**config.mk**
```make
export PLATFORM = sky130hd
export DESIGN_NAME = lc3_mmio_responder
export DESIGN_NICKNAME = d
export VERILOG_FILES = /design/src/rtl/lc3_mmio_responder.sv
export SDC_FILE = /design/constraint.sdc
export NUM_CORES = 1
export LEC_CHECK = 0
export CAP_MARGIN = 20
export CORE_MARGIN = 2
export CORE_UTILIZATION = 45
export CTS_CLUSTER_SIZE = 25
export DETAILED_ROUTE_END_ITERATION = 6
export PLACE_DENSITY = 0.76
export SETUP_SLACK_MARGIN = 0.1
export SYNTH_ARGS = -nofsm -noshare
export SYNTH_HDL_FRONTEND = slang
export SYNTH_SLANG_ARGS = --single-unit
export TNS_END_PERCENT = 50
```
**constraint.sdc**
```tcl
create_clock -name clk -period 7.4 [get_ports clk]
set_input_delay 0.74 -clock clk [delete_from_list [all_inputs] [get_ports clk]]
set_output_delay 0.74 -clock clk [all_outputs]
set_load 0.02 [all_outputs]
```
**src/rtl/lc3_mmio_responder.sv**
```systemverilog
// rtl/lc3_mmio_responder.sv - LC-3 keyboard/display memory-mapped register responder
//
// Purpose: device end of the LC-3 memory bus. Answers MAR/MDR loads and stores to
// KBSR, KBDR, DSR and DDR. Keyboard bytes are buffered in a small FIFO fed by a
// valid/ready stream. Display bytes leave on a valid/ready stream.
//
// Ports:
//   clk, reset                      rising-edge clock, synchronous active-low reset
//   bus_addr, bus_wdata             MAR / MDR
//   bus_we, bus_re                  one-cycle store / load strobes
//   bus_rdata, bus_ack              registered load data and ack, one cycle after the strobe
//   bus_hit                         combinational decode of the four register addresses
//   kb_valid, kb_data, kb_ready     keyboard byte stream in
//   dsp_valid, dsp_data, dsp_ready  display byte stream out
//   kb_irq                          registered KBSR[15] & KBSR[14]
module lc3_mmio_responder #(
  parameter logic [15:0] BASE_ADDR = 16'hFE00,
  parameter int          KB_DEPTH  = 4
) (
  input  logic        clk,
  input  logic        reset,
  input  logic [15:0] bus_addr,
  input  logic [15:0] bus_wdata,
  input  logic        bus_we,
  input  logic        bus_re,
  output logic [15:0] bus_rdata,
  output logic        bus_ack,
  output logic        bus_hit,
  input  logic        kb_valid,
  input  logic [7:0]  kb_data,
  output logic        kb_ready,
  output logic        dsp_valid,
  output logic [7:0]  dsp_data,
  input  logic        dsp_ready,
  output logic        kb_irq
);

  localparam int PW = $clog2(KB_DEPTH);
  localparam int CW = PW + 1;

  logic [7:0]    mem_q [KB_DEPTH];
  logic [PW-1:0] wptr_q, wptr_d;
  logic [PW-1:0] rptr_q, rptr_d;
  logic [CW-1:0] cnt_q, cnt_d;
  logic          ie_q, ie_d;
  logic          ovr_q, ovr_d;
  logic          dsp_valid_q, dsp_valid_d;
  logic [7:0]    dsp_data_q, dsp_data_d;
  logic [15:0]   rdata_q, rdata_d;
  logic          ack_q, ack_d;
  logic          irq_q, irq_d;

  logic sel_kbsr, sel_kbdr, sel_dsr, sel_ddr;
  logic is_load, is_store;
  logic ne, full, push, pop;

  // Full 16-bit compare: odd offsets and aliases never hit.
  assign sel_kbsr = (bus_addr == BASE_ADDR);
  assign sel_kbdr = (bus_addr == BASE_ADDR + 16'd2);
  assign sel_dsr  = (bus_addr == BASE_ADDR + 16'd4);
  assign sel_ddr  = (bus_addr == BASE_ADDR + 16'd6);
  assign bus_hit  = sel_kbsr | sel_kbdr | sel_dsr | sel_ddr;

  // A store with a simultaneous load wins; the load side is dropped entirely.
  assign is_store = bus_we & bus_hit;
  assign is_load  = bus_re & ~bus_we & bus_hit;

  assign ne       = (cnt_q != '0);
  assign full     = (cnt_q == CW'(KB_DEPTH));
  assign kb_ready = ~full;
  assign push     = kb_valid & ~full;
  assign pop      = is_load & sel_kbdr & ne;

  always_comb begin
    wptr_d      = wptr_q;
    rptr_d      = rptr_q;
    cnt_d       = cnt_q;
    ie_d        = ie_q;
    ovr_d       = ovr_q;
    dsp_valid_d = dsp_valid_q;
    dsp_data_d  = dsp_data_q;
    rdata_d     = 16'h0000;
    ack_d       = is_store | is_load;

    // Status reads use pre-edge state.
    if (is_load) begin
      if (sel_kbsr)                rdata_d = {ne, ie_q, 14'b0};
      else if (sel_kbdr && ne)     rdata_d = {8'h00, mem_q[rptr_q]};
      else if (sel_dsr)            rdata_d = {~dsp_valid_q, 1'b0, ovr_q, 13'b0};
    end

    if (push) wptr_d = wptr_q + PW'(1);
    if (pop)  rptr_d = rptr_q + PW'(1);
    case ({push, pop})
      2'b10:   cnt_d = cnt_q + CW'(1);
      2'b01:   cnt_d = cnt_q - CW'(1);
      default: cnt_d = cnt_q;
    endcase

    if (is_store && sel_kbsr) ie_d  = bus_wdata[14];
    if (is_store && sel_dsr)  ovr_d = 1'b0;

    if (dsp_valid_q && dsp_ready) dsp_valid_d = 1'b0;
    // A byte leaving on the same edge frees the slot for the incoming store.
    if (is_store && sel_ddr) begin
      if (!dsp_valid_q || dsp_ready) begin
        dsp_data_d  = bus_wdata[7:0];
        dsp_valid_d = 1'b1;
      end else begin
        ovr_d = 1'b1;
      end
    end

    irq_d = ie_d & (cnt_d != '0);
  end

  always_ff @(posedge clk) begin
    if (!reset) begin
      wptr_q      <= '0;
      rptr_q      <= '0;
      cnt_q       <= '0;
      ie_q        <= 1'b0;
      ovr_q       <= 1'b0;
      dsp_valid_q <= 1'b0;
      dsp_data_q  <= 8'h00;
      rdata_q     <= 16'h0000;
      ack_q       <= 1'b0;
      irq_q       <= 1'b0;
    end else begin
      wptr_q      <= wptr_d;
      rptr_q      <= rptr_d;
      cnt_q       <= cnt_d;
      ie_q        <= ie_d;
      ovr_q       <= ovr_d;
      dsp_valid_q <= dsp_valid_d;
      dsp_data_q  <= dsp_data_d;
      rdata_q     <= rdata_d;
      ack_q       <= ack_d;
      irq_q       <= irq_d;
    end
  end

  // FIFO storage needs no reset; occupancy is tracked by cnt_q.
  always_ff @(posedge clk) begin
    if (reset && push) mem_q[wptr_q] <= kb_data;
  end

  assign bus_rdata = rdata_q;
  assign bus_ack   = ack_q;
  assign dsp_valid = dsp_valid_q;
  assign dsp_data  = dsp_data_q;
  assign kb_irq    = irq_q;

endmodule

```
==> results.py, run 1 <==
metrics = {
    "layout": {
        "num_antenna_cells": 0,
        "syn2layout_area_growth_pct": 35.29,
        "fillerInstances": 458,
        "post_route_cells_drive_above_1_share_pct": 11.28,
        "post_layout_nonfiller_instances": 338,
        "multi_input_comb_area_um2": 890.9,
        "final-seq-area_um2": 1622,
        "nets": 313,
    },
    "worst_hold_path": {
        "hold_class": "reg -> reg",
    },
    "clock_tree": {
        "cts_buffers": 9,
        "postCtsSetupRepairBufs": 0,
        "worst_setup_hold_path_clk_slew_ns": 0.07,
        "root_buffer_cell": "sky130_fd_sc_hd__clkbuf_8",
        "holdBufCountCts": 0,
        "clk_path_buf_depth": 2,
        "clock_latency_ns": 0.34,
        "cts_repair_resize_count": 0,
        "cts_tree": "built",
        "numClockSinks": 65,
        "h_tree_lvl_count": 3,
    },
    "floorplan": {
        "total_die_area_um2": 6416,
        "fp.coreArea_um2": 5540,
        "initial_utilization_pct": 47.04,
        "die-height_um": 80.10,
        "rows": 27,
        "pin_count": 75,
        "die_x_um": 80.10,
    },
    "timing": {
        "clock.fmax_ghz": 0.2705,
        "finalHoldViolCount": 0,
        "finalSetupViolCount": 0,
        "fin_crit_ns": 3.697,
        "worst_slew_pin_tran_ns": 0.9410,
        "fin_crit_sh_pct": 49.96,
        "slew_violations": 0,
        "tns_ns": 0,
        "grt_setup_unrepaired": "no",
        "max_slew_margin_pct": 37.07,
        "worst_clock_skew_ns": 0.007197,
    },
    "synth": {
        "count_of_flip_flops_with_a_built_in_enable_after_synthesis": 32,
        "syn_inst": 197,
        "synthFlopType": "sky130_fd_sc_hd__dfxtp_1",
        "synthMostInstantiatedCell": "sky130_fd_sc_hd__dfxtp_1",
        "post_synth_most_frequent_cells": "sky130_fd_sc_hd__dfxtp_1, sky130_fd_sc_hd__edfxtp_1, sky130_fd_sc_hd__nand2_1, sky130_fd_sc_hd__inv_1",
        "async_flop_share_pct": 0,
        "synth.distinct_cells": 39,
        "seq_cells_post_synth": 65,
        "netlist.area_leader.share_pct": 36.87,
        "avgSynthCellArea_um2": 13.23,
        "synth_area_leader_cell": "sky130_fd_sc_hd__edfxtp_1",
        "yosysWarningCount": 0,
        "synth_seq_area_share_pct": 62.22,
        "synth_area_leaders": "sky130_fd_sc_hd__edfxtp_1, sky130_fd_sc_hd__dfxtp_1, sky130_fd_sc_hd__mux4_2",
        "syn-cell-area_um2": 2606,
    },
    "critical_path": {
        "critical-path-top-cell-by-count": "sky130_fd_sc_hd__clkdlybuf4s50_1",
        "count_of_buffer_and_inverter_cells_on_the_critical_path": 2,
        "cp-end-kind": "primary output",
        "cp_top_family": "buffers and inverters",
        "cp_data_required_time_ns": 6.66,
        "crit_path_cell_trace": "clkdlybuf4s50_1, or4_4, nor4_4, clkdlybuf4s50_1",
        "worstSetupPathType": "in -> out",
        "cp_slowest_cell": "sky130_fd_sc_hd__clkdlybuf4s50_1",
        "slowest_delay_ns": 0.72,
        "critical_path.max_fanout": 9,
        "worst_setup_path_start_kind": "input port",
        "worst_ep_arrival_time_ns": 2.96,
        "r2r_slack_ns": 4.58,
    },
    "power": {
        "leakagePower_nw": 1.243,
        "post-layout-total-power_w": 0.0008342,
        "power_density_nw_per_um2": 236.6,
        "ir_drop_v": 0.0001079,
    },
    "drt": {
        "vias": 1669,
        "avgViaCountPerCell": 4.938,
        "drt.antenna.violating_nets": 0,
        "drt-wirelength-per-cell_um": 13.79,
        "totalWireLength_um": 4662,
        "drt_first_pass_iters": 4,
        "initial_drc_count": 72,
        "drcViolationCount": 0,
    },
    "grt": {
        "globalRoute.totalOverflow": 0,
        "antenna_found_initial": 0,
        "grt.total_usage_pct": 15.70,
        "grt_pass1_vias": 1590,
        "grt_start_max_net_pins": 30,
        "global_route_wire_length_before_repair_um": 7383,
    },
    "job": {
        "timing.max_cap.violations": 0,
    },
    "placed_design": {
        "buffer_ports.inserted": 62,
        "hpwlAfterDp_um": 3262,
        "post-place-cells": 322,
        "finalWeightedCongestion": 0.7222,
    },
    "run_status": {
        "outcome": "finished, final reports clean",
    },
}
[worst paths after layout]
kind / startpoint / to / cells past startpoint
setup / recovery: bus_addr[3] / bus_hit / 4
hold / removal: ovr_q / bus_rdata[13] / 2
setup reg to reg: cnt_q[0] / kb_irq / 10
hold reg to reg: ovr_q / bus_rdata[13] / 2
[flip-flops by register name, summed over array words and instances, names as in the netlist, named ones only]
| name | cells |
|---|---|
| bus_ack | 1 |
| bus_rdata | 11 |
| cnt_q | 3 |
| dsp_data | 8 |
| dsp_valid | 1 |
| ie_q | 1 |
| kb_irq | 1 |
| mem_q | 32 |
| ovr_q | 1 |
| rptr_q | 2 |
| wptr_q | 2 |
[layout make-up]
class	instances	area share [%]
clock buffer	9	3.513
clock inverter	7	4.010
inverter	10	1.065
multi-input combinational	113	25.27
sequential	65	45.99
tap	72	2.555
timing repair buffer	62	17.60
[cells by family after synthesis]
logic type / count (synthesis) / share of synthesized area, %
compound gates: 16 / 4.176
xor+xnor: 3 / 1.008
fa+ha+maj: 6 / 3.169
buf+inv: 23 / 4.177
flops: 65 / 62.22
mux: 17 / 10.37
other cells: 1 / 0.1439
simple gates: 66 / 14.74
[per-stage QoR]
step	worst slack (ns)	hold slack [ns]	instance area (um2)	util, %
after CTS	3.692	0.4606	3526	63.64
after detailed placement	3.456	0.4516	3261	58.85
after floorplan	3.942	0.4163	2621	-
after global routing	3.635	0.4707	3526	63.64
after global placement	3.499	0.4410	3261	58.85
final	3.703	0.4590	3526	63.64
[worst register-to-register path, cell delays in order, from the launching register on]
cell and delay, ns:
sky130_fd_sc_hd__dfxtp_1 0.47, sky130_fd_sc_hd__nor3_1 0.08, sky130_fd_sc_hd__nor4_1 0.57, sky130_fd_sc_hd__and2_1 0.26
sky130_fd_sc_hd__ha_1 0.20, sky130_fd_sc_hd__inv_1 0.06, sky130_fd_sc_hd__fa_1 0.47, sky130_fd_sc_hd__nor2b_1 0.21
sky130_fd_sc_hd__a32oi_1 0.13, sky130_fd_sc_hd__o221ai_1 0.19, sky130_fd_sc_hd__a21oi_1 0.07
[power by group]
group          internal [W]  switching, W
clock network      0.000258      0.000136
logic             0.0000282     0.0000227
registers          0.000385    0.00000434
total              0.000671      0.000163
[layer usage]
| layer | vias up | global-route usage (%) | routed length, um | share of wire (%) |
|---|---|---|---|---|
| li1 | 827 | - | - | - |
| met1 | 778 | 20.12 | 2105 | 45 |
| met2 | 58 | 23.58 | 2220 | 48 |
| met3 | 6 | 5.618 | 275 | 5.9 |
| met4 | 0 | 7.627 | 61 | 1.3 |
| met5 | - | 0 | 0 | 0 |
[placed cells by master, fill, tap and decap left out, types with 2 or more instances in the layout]
cell,netlist,layout
sky130_fd_sc_hd__clkbuf_8,0,9
sky130_fd_sc_hd__mux4_2,8,8
sky130_fd_sc_hd__nor2_1,7,7
sky130_fd_sc_hd__nor3_1,2,2
sky130_fd_sc_hd__nand2_1,21,21
sky130_fd_sc_hd__ha_1,5,5
sky130_fd_sc_hd__xor2_1,2,2
sky130_fd_sc_hd__conb_1,1,5
sky130_fd_sc_hd__clkdlybuf4s50_1,0,62
sky130_fd_sc_hd__nor4_1,2,2
sky130_fd_sc_hd__and2_1,2,2
sky130_fd_sc_hd__nand4b_1,2,2
sky130_fd_sc_hd__nand4_1,2,2
sky130_fd_sc_hd__nand2b_1,4,4
sky130_fd_sc_hd__edfxtp_1,32,32
sky130_fd_sc_hd__nor2b_1,9,9
sky130_fd_sc_hd__a211oi_1,2,2
sky130_fd_sc_hd__bufinv_16,0,4
sky130_fd_sc_hd__inv_1,10,10
sky130_fd_sc_hd__mux2i_1,9,9
sky130_fd_sc_hd__dfxtp_1,33,33
sky130_fd_sc_hd__nand3_1,2,2
sky130_fd_sc_hd__a21oi_1,6,6
sky130_fd_sc_hd__nand3_2,2,2
sky130_fd_sc_hd__and3_1,5,5
sky130_fd_sc_hd__o21ai_0,3,3
Power figures use the tool's default switching activity.
==> run 2, diff against run 1 <==
Clock period 7.4 ns to 3.65 ns, I/O delays scaled along.
==> run 2 against run 1 <==
  * Global-route usage about the same
  * Cell area shrank 1.6%
  * Register-to-register slack worse by 3.6 ns
  * Core utilization is 1.0 points lower
  * Total power is 73% higher
  * Clock power up 40%
  * Die area did not move
  * Final cell count increased by 0.89%
  * Critical path type is now in -> reg
  * Highest routed layer unchanged
==> results.py, run 2 (synthesis gave the netlist of run 1 again) <==
metrics = {
    "run_status": {
        "outcome": "finished, final reports clean",
    },
    "grt": {
        "globalRoute.totalOverflow": 0,
        "antenna_found_initial": 0,
        "grt_pass1_vias": 1682,
        "grt_start_max_net_pins": 17,
        "grt.total_usage_pct": 15.66,
        "global_route_wire_length_before_repair_um": 7514,
    },
    "critical_path": {
        "timing.rr.start": "cnt_q[2]",
        "worst_ep_arrival_time_ns": 3.14,
        "cp-end-kind": "register",
        "crit_path_start": "bus_addr[3]",
        "slowest_delay_ns": 0.56,
        "worst_setup_path_start_kind": "input port",
        "worstSetupPathType": "in -> reg",
        "crit_path_cell_trace": "clkdlybuf4s50_1, or4_4, nor4_4, and2_1, ha_1, inv_1, fa_1, nor2b_1, a32oi_1, o221ai_1, a21oi_1",
        "cp_data_required_time_ns": 3.86,
        "cp_slowest_cell": "sky130_fd_sc_hd__or4_4",
        "crit_end": "kb_irq",
        "critical_path.max_fanout": 3,
        "r2r_slack_ns": 0.95,
        "reg2reg_to": "kb_irq",
        "timing.reg2reg.worst_path_depth": 10,
    },
    "timing": {
        "max_slew_margin_pct": 64.58,
        "worst_hold_slack_ns": 0.4503,
        "finalSetupViolCount": 0,
        "grt_setup_unrepaired": "no",
        "clock.fmax_ghz": 0.3419,
        "fin_crit_ns": 2.925,
        "finalHoldViolCount": 0,
        "worst_slew_pin_tran_ns": 0.5306,
        "tns_ns": 0,
        "final_critical_path_setup_slack_ns": 0.7253,
        "slew_violations": 0,
        "fin_crit_sh_pct": 80.13,
        "worst_clock_skew_ns": 0.006290,
    },
    "clock_tree": {
        "root_buffer_cell": "sky130_fd_sc_hd__clkbuf_8",
        "clk_path_buf_depth": 2,
        "postCtsSetupRepairBufs": 0,
        "cts_tree": "built",
        "cts_buffers": 9,
        "holdBufCountCts": 0,
        "numClockSinks": 65,
        "h_tree_lvl_count": 3,
        "worst_setup_hold_path_clk_slew_ns": 0.07,
        "clock_latency_ns": 0.32,
        "cts_repair_resize_count": 0,
    },
    "placed_design": {
        "buffer_ports.inserted": 62,
        "placed_area_um2": 3283,
        "pre_cts_slack_ns": 0.4030,
        "finalWeightedCongestion": 0.7514,
        "hpwlAfterDp_um": 3393,
    },
    "drt": {
        "drt-wirelength-per-cell_um": 13.84,
        "avgViaCountPerCell": 4.906,
        "drt_first_pass_iters": 4,
        "vias": 1673,
        "initial_drc_count": 59,
        "drt.antenna.violating_nets": 0,
        "drcViolationCount": 0,
        "totalWireLength_um": 4718,
    },
    "layout": {
        "final_cell_mix": "sky130_fd_sc_hd__clkdlybuf4s50_1, sky130_fd_sc_hd__dfxtp_1, sky130_fd_sc_hd__edfxtp_1, sky130_fd_sc_hd__nand2_1, sky130_fd_sc_hd__clkbuf_8",
        "max_flop_register": "mem_q",
        "final_common_cell": "sky130_fd_sc_hd__clkdlybuf4s50_1",
        "num_antenna_cells": 0,
        "nets": 316,
        "final-seq-area_um2": 1622,
        "fillerInstances": 451,
        "syn2layout_area_growth_pct": 33.08,
        "post_route_cells_drive_above_1_share_pct": 11.90,
        "finish.instance_area_um2": 3468,
        "largest_register_ff_count": 32,
        "multi_input_comb_area_um2": 890.9,
    },
    "floorplan": {
        "total_die_area_um2": 6416,
        "die_x_um": 80.10,
        "initial_utilization_pct": 47.04,
        "rows": 27,
        "fp.coreArea_um2": 5540,
        "die-height_um": 80.10,
        "pin_count": 75,
    },
    "power": {
        "leakagePower_nw": 1.220,
        "p_sw_share_pct": 21.13,
        "p_sw_w": 0.0003055,
        "power_frac_clock_pct": 38.2,
        "ir_drop_v": 0.0002249,
        "power.share.sequential_pct": 54.6,
        "internal-power_w": 0.001140,
        "power_density_nw_per_um2": 416.8,
        "p_comb_share_pct": 7.2,
    },
    "job": {
        "timing.max_cap.violations": 0,
    },
    "worst_hold_path": {
        "hold_class": "reg -> reg",
    },
}
==> run 2: cell count changes in the layout (fill, tap and decap cells not counted), sizes merged <==
cell      change
buf           +3
bufinv        -4
clkinv        -1
clkinvlp      +1
inv           -1
clkbuf        +5
==> run 2: worst max-delay path, delay by kind of cell <==
kind / cells / cell delay (ns)
AND/OR/NAND/NOR: 4 / 1.25
AO/OA/AOI/OAI: 3 / 0.38
adder cells (fa/ha/maj): 2 / 0.66
buffers and inverters: 2 / 0.47
==> run 2: power by group through the flow <==
stage                logic, W  registers, W  clock network, W
global route         0.000117      0.000791          0.000593
global placement     0.000103      0.000804                 0
finish               0.000105      0.000789          0.000552
floorplan           0.0000553      0.000801                 0
detailed placement   0.000105      0.000805                 0
CTS                  0.000106      0.000789          0.000567
==> run 2: layer usage <==
layer	global-route usage (%)	share of wire, %	up-vias
li1	-	-	832
met1	18.49	43	790
met2	26.08	51	47
met3	4.382	5.7	4
met4	7.966	0.61	0
met5	0	0	-
==> run 2: worst min-delay path by stage <==
stage,start,end,slack [ns],cells after the start
CTS,ovr_q,bus_rdata[13],0.45,2
global placement,dsp_data[2],dsp_data[2],0.44,2
finish,ovr_q,bus_rdata[13],0.45,2
global route,dsp_data[3],dsp_data[3],0.48,2
detailed placement,ovr_q,bus_rdata[13],0.45,2
floorplan,ovr_q,bus_rdata[13],0.42,2
==> run 2: final cells by class <==
| type | instances | share of cell area, % |
|---|---|---|
| inverter | 10 | 1.082 |
| sequential | 65 | 46.75 |
| multi-input combinational | 113 | 25.69 |
| clock inverter | 2 | 0.3607 |
| timing repair buffer | 65 | 18.54 |
| tap | 72 | 2.597 |
| clock buffer | 14 | 4.978 |
==> run 2: through the flow <==
step           instances  utilization, %   power, W
3_5_place_dp         325           59.26  0.0009104
2_1_floorplan        201               -  0.0008563
4_1_cts              341           62.60   0.001462
5_1_grt              341           62.60   0.001501
3_3_place_gp         325           59.26  0.0009068
6_report             341           62.60   0.001446
==> run 3, diff against run 2 <==
Clock period 3.65 ns to 2.8 ns, I/O delays scaled along.
==> run 3 against run 2 <==
  * Sequential power rose by 31%
  * Routed wire length increased by 1.4%
  * First-iteration DRC count decreased by 42%
  * Register-to-register slack worse by 0.67 ns
  * Cell area up 3.0%
==> results.py, run 3 (synthesis gave the netlist of run 1 again) <==
metrics = {
    "run_status": {
        "outcome": "finished, final reports clean",
    },
    "job": {
        "timing.max_cap.violations": 0,
    },
    "clock_tree": {
        "numClockSinks": 65,
        "clk_path_buf_depth": 2,
        "cts_tree": "built",
        "worst_setup_hold_path_clk_slew_ns": 0.07,
        "h_tree_lvl_count": 3,
        "cts_buffers": 9,
        "root_buffer_cell": "sky130_fd_sc_hd__clkbuf_8",
        "clock_latency_ns": 0.33,
    },
    "placed_design": {
        "finalWeightedCongestion": 0.7897,
        "buffer_ports.inserted": 62,
        "hpwlAfterDp_um": 3509,
        "pre_cts_slack_ns": -0.2468,
        "post-place-cells": 334,
    },
    "timing": {
        "fin_crit_sh_pct": 92.03,
        "grt_setup_unrepaired": "no",
        "slew_violations": 0,
        "clock.fmax_ghz": 0.3881,
        "finalSetupViolCount": 0,
        "tns_ns": 0,
        "final_critical_path_setup_slack_ns": 0.2231,
        "worst_slew_pin_tran_ns": 0.5502,
        "fin_crit_ns": 2.577,
        "worst_clock_skew_ns": 0.009881,
        "max_slew_margin_pct": 63.27,
        "finalHoldViolCount": 0,
    },
    "layout": {
        "max_flop_register": "mem_q",
        "post_layout_nonfiller_instances": 350,
        "nets": 325,
        "largest_register_ff_count": 32,
        "final_cell_mix": "sky130_fd_sc_hd__clkdlybuf4s50_1, sky130_fd_sc_hd__dfxtp_1, sky130_fd_sc_hd__edfxtp_1, sky130_fd_sc_hd__nand2_1",
        "num_antenna_cells": 0,
        "syn2layout_area_growth_pct": 37.06,
        "final_common_cell": "sky130_fd_sc_hd__clkdlybuf4s50_1",
        "post-route-util_pct": 64.48,
        "post_route_cells_drive_above_1_share_pct": 16.55,
    },
    "drt": {
        "avgViaCountPerCell": 4.794,
        "totalWireLength_um": 4782,
        "drt-wirelength-per-cell_um": 13.66,
        "initial_drc_count": 34,
        "drcViolationCount": 0,
        "drt.antenna.violating_nets": 0,
        "vias": 1678,
        "drt_first_pass_iters": 4,
    },
    "grt": {
        "antenna_found_initial": 0,
        "global_route_wire_length_before_repair_um": 7886,
        "globalRoute.totalOverflow": 0,
        "grt_pass1_vias": 1728,
        "grt_start_max_net_pins": 19,
        "grt.total_usage_pct": 16.80,
    },
    "floorplan": {
        "initial_utilization_pct": 47.04,
        "rows": 27,
        "pin_count": 75,
        "total_die_area_um2": 6416,
        "fp.coreArea_um2": 5540,
        "die_x_um": 80.10,
        "die-height_um": 80.10,
    },
    "critical_path": {
        "count_of_buffer_and_inverter_cells_on_the_critical_path": 2,
        "crit_path_cell_trace": "clkdlybuf4s50_1, or4_4, nor4_4, and2_4, ha_4, inv_1, fa_1, xor2_2, or3_1, a21oi_1",
        "cp-end-kind": "register",
        "worstSetupPathType": "in -> reg",
        "slowest_delay_ns": 0.56,
        "worst_ep_arrival_time_ns": 2.83,
        "cp_data_required_time_ns": 3.05,
        "cp_top_family": "simple AND/OR/NAND/NOR gates",
        "cp_slowest_cell": "sky130_fd_sc_hd__or4_4",
        "critical_path.max_fanout": 4,
        "worst_setup_path_start_kind": "input port",
    },
    "power": {
        "internal-power_w": 0.001500,
        "ir_drop_v": 0.0002501,
        "post-layout-total-power_w": 0.001915,
        "p_sw_w": 0.0004149,
        "p_sw_share_pct": 21.67,
        "power_density_nw_per_um2": 536.1,
        "leakagePower_nw": 1.278,
        "p_comb_share_pct": 7.9,
        "power_frac_clock_pct": 38.5,
        "power.share.sequential_pct": 53.6,
    },
    "worst_hold_path": {
        "hold_class": "reg -> reg",
    },
}
-- run 3: cell count changes in the layout (fill, tap and decap cells not counted), sizes merged --
cell	before	now
inv	10	12
buf	3	12
clkinv	1	0
clkbuf	14	13
-- run 3: final timing paths --
path	from	slack [ns]	cells after the start	endpoint
setup reg to reg	cnt_q[1]	0.28	9	cnt_q[2]
setup / recovery	bus_addr[7]	0.22	10	cnt_q[2]
hold / removal	ovr_q	0.45	2	bus_rdata[13]
hold reg to reg	ovr_q	0.45	2	bus_rdata[13]
-- run 3: final cells by class --
type | instances | area, um2
Timing Repair Buffer | 74 | 710.7
Multi-Input combinational cell | 113 | 920.9
Sequential cell | 65 | 1622
Fill cell | 428 | 1968
Clock buffer | 13 | 168.9
Tap cell | 72 | 90.09
Clock inverter | 3 | 22.52
Inverter | 10 | 37.54
-- run 3: worst min-delay path, cell delays in order (launching register included) --
cell,delay (ns)
sky130_fd_sc_hd__dfxtp_1,0.32
sky130_fd_sc_hd__nand2_1,0.06
sky130_fd_sc_hd__nor2_1,0.03
-- run 3: power by group through the flow --
stage	clock [W]	combinational [W]	sequential (W)
final	0.000738	0.000152	0.00103
after global routing	0.000809	0.000169	0.00103
after CTS	0.000762	0.000152	0.00103
after detailed placement	0	0.000152	0.00105
after global placement	0	0.000148	0.00105
after floorplan	0	0.0000769	0.00104
-- run 3: timing repair --
action	in CTS	in global routing
endpoints found under the setup margin	1	3
buffers inserted	0	0
gates resized for setup	0	1
hold buffers	0	0
pin swaps	0	1
-- run 3: metrics by stage --
step	hold slack, ns	instance area (um2)
floorplan	0.3585	2644
global placement	0.4389	3373
detailed placement	0.4367	3373
CTS	0.4465	3565
global route	0.4886	3572
finish	0.4478	3572
-- run 3: layer usage --
| layer | GRT usage (%) | wire length, um | vias up |
|---|---|---|---|
| met5 | 0 | 0 | - |
| met4 | 7.797 | 61 | 0 |
| met3 | 5.618 | 272 | 5 |
| met2 | 26.50 | 2278 | 55 |
| met1 | 20.86 | 2169 | 772 |
| li1 | - | - | 846 |
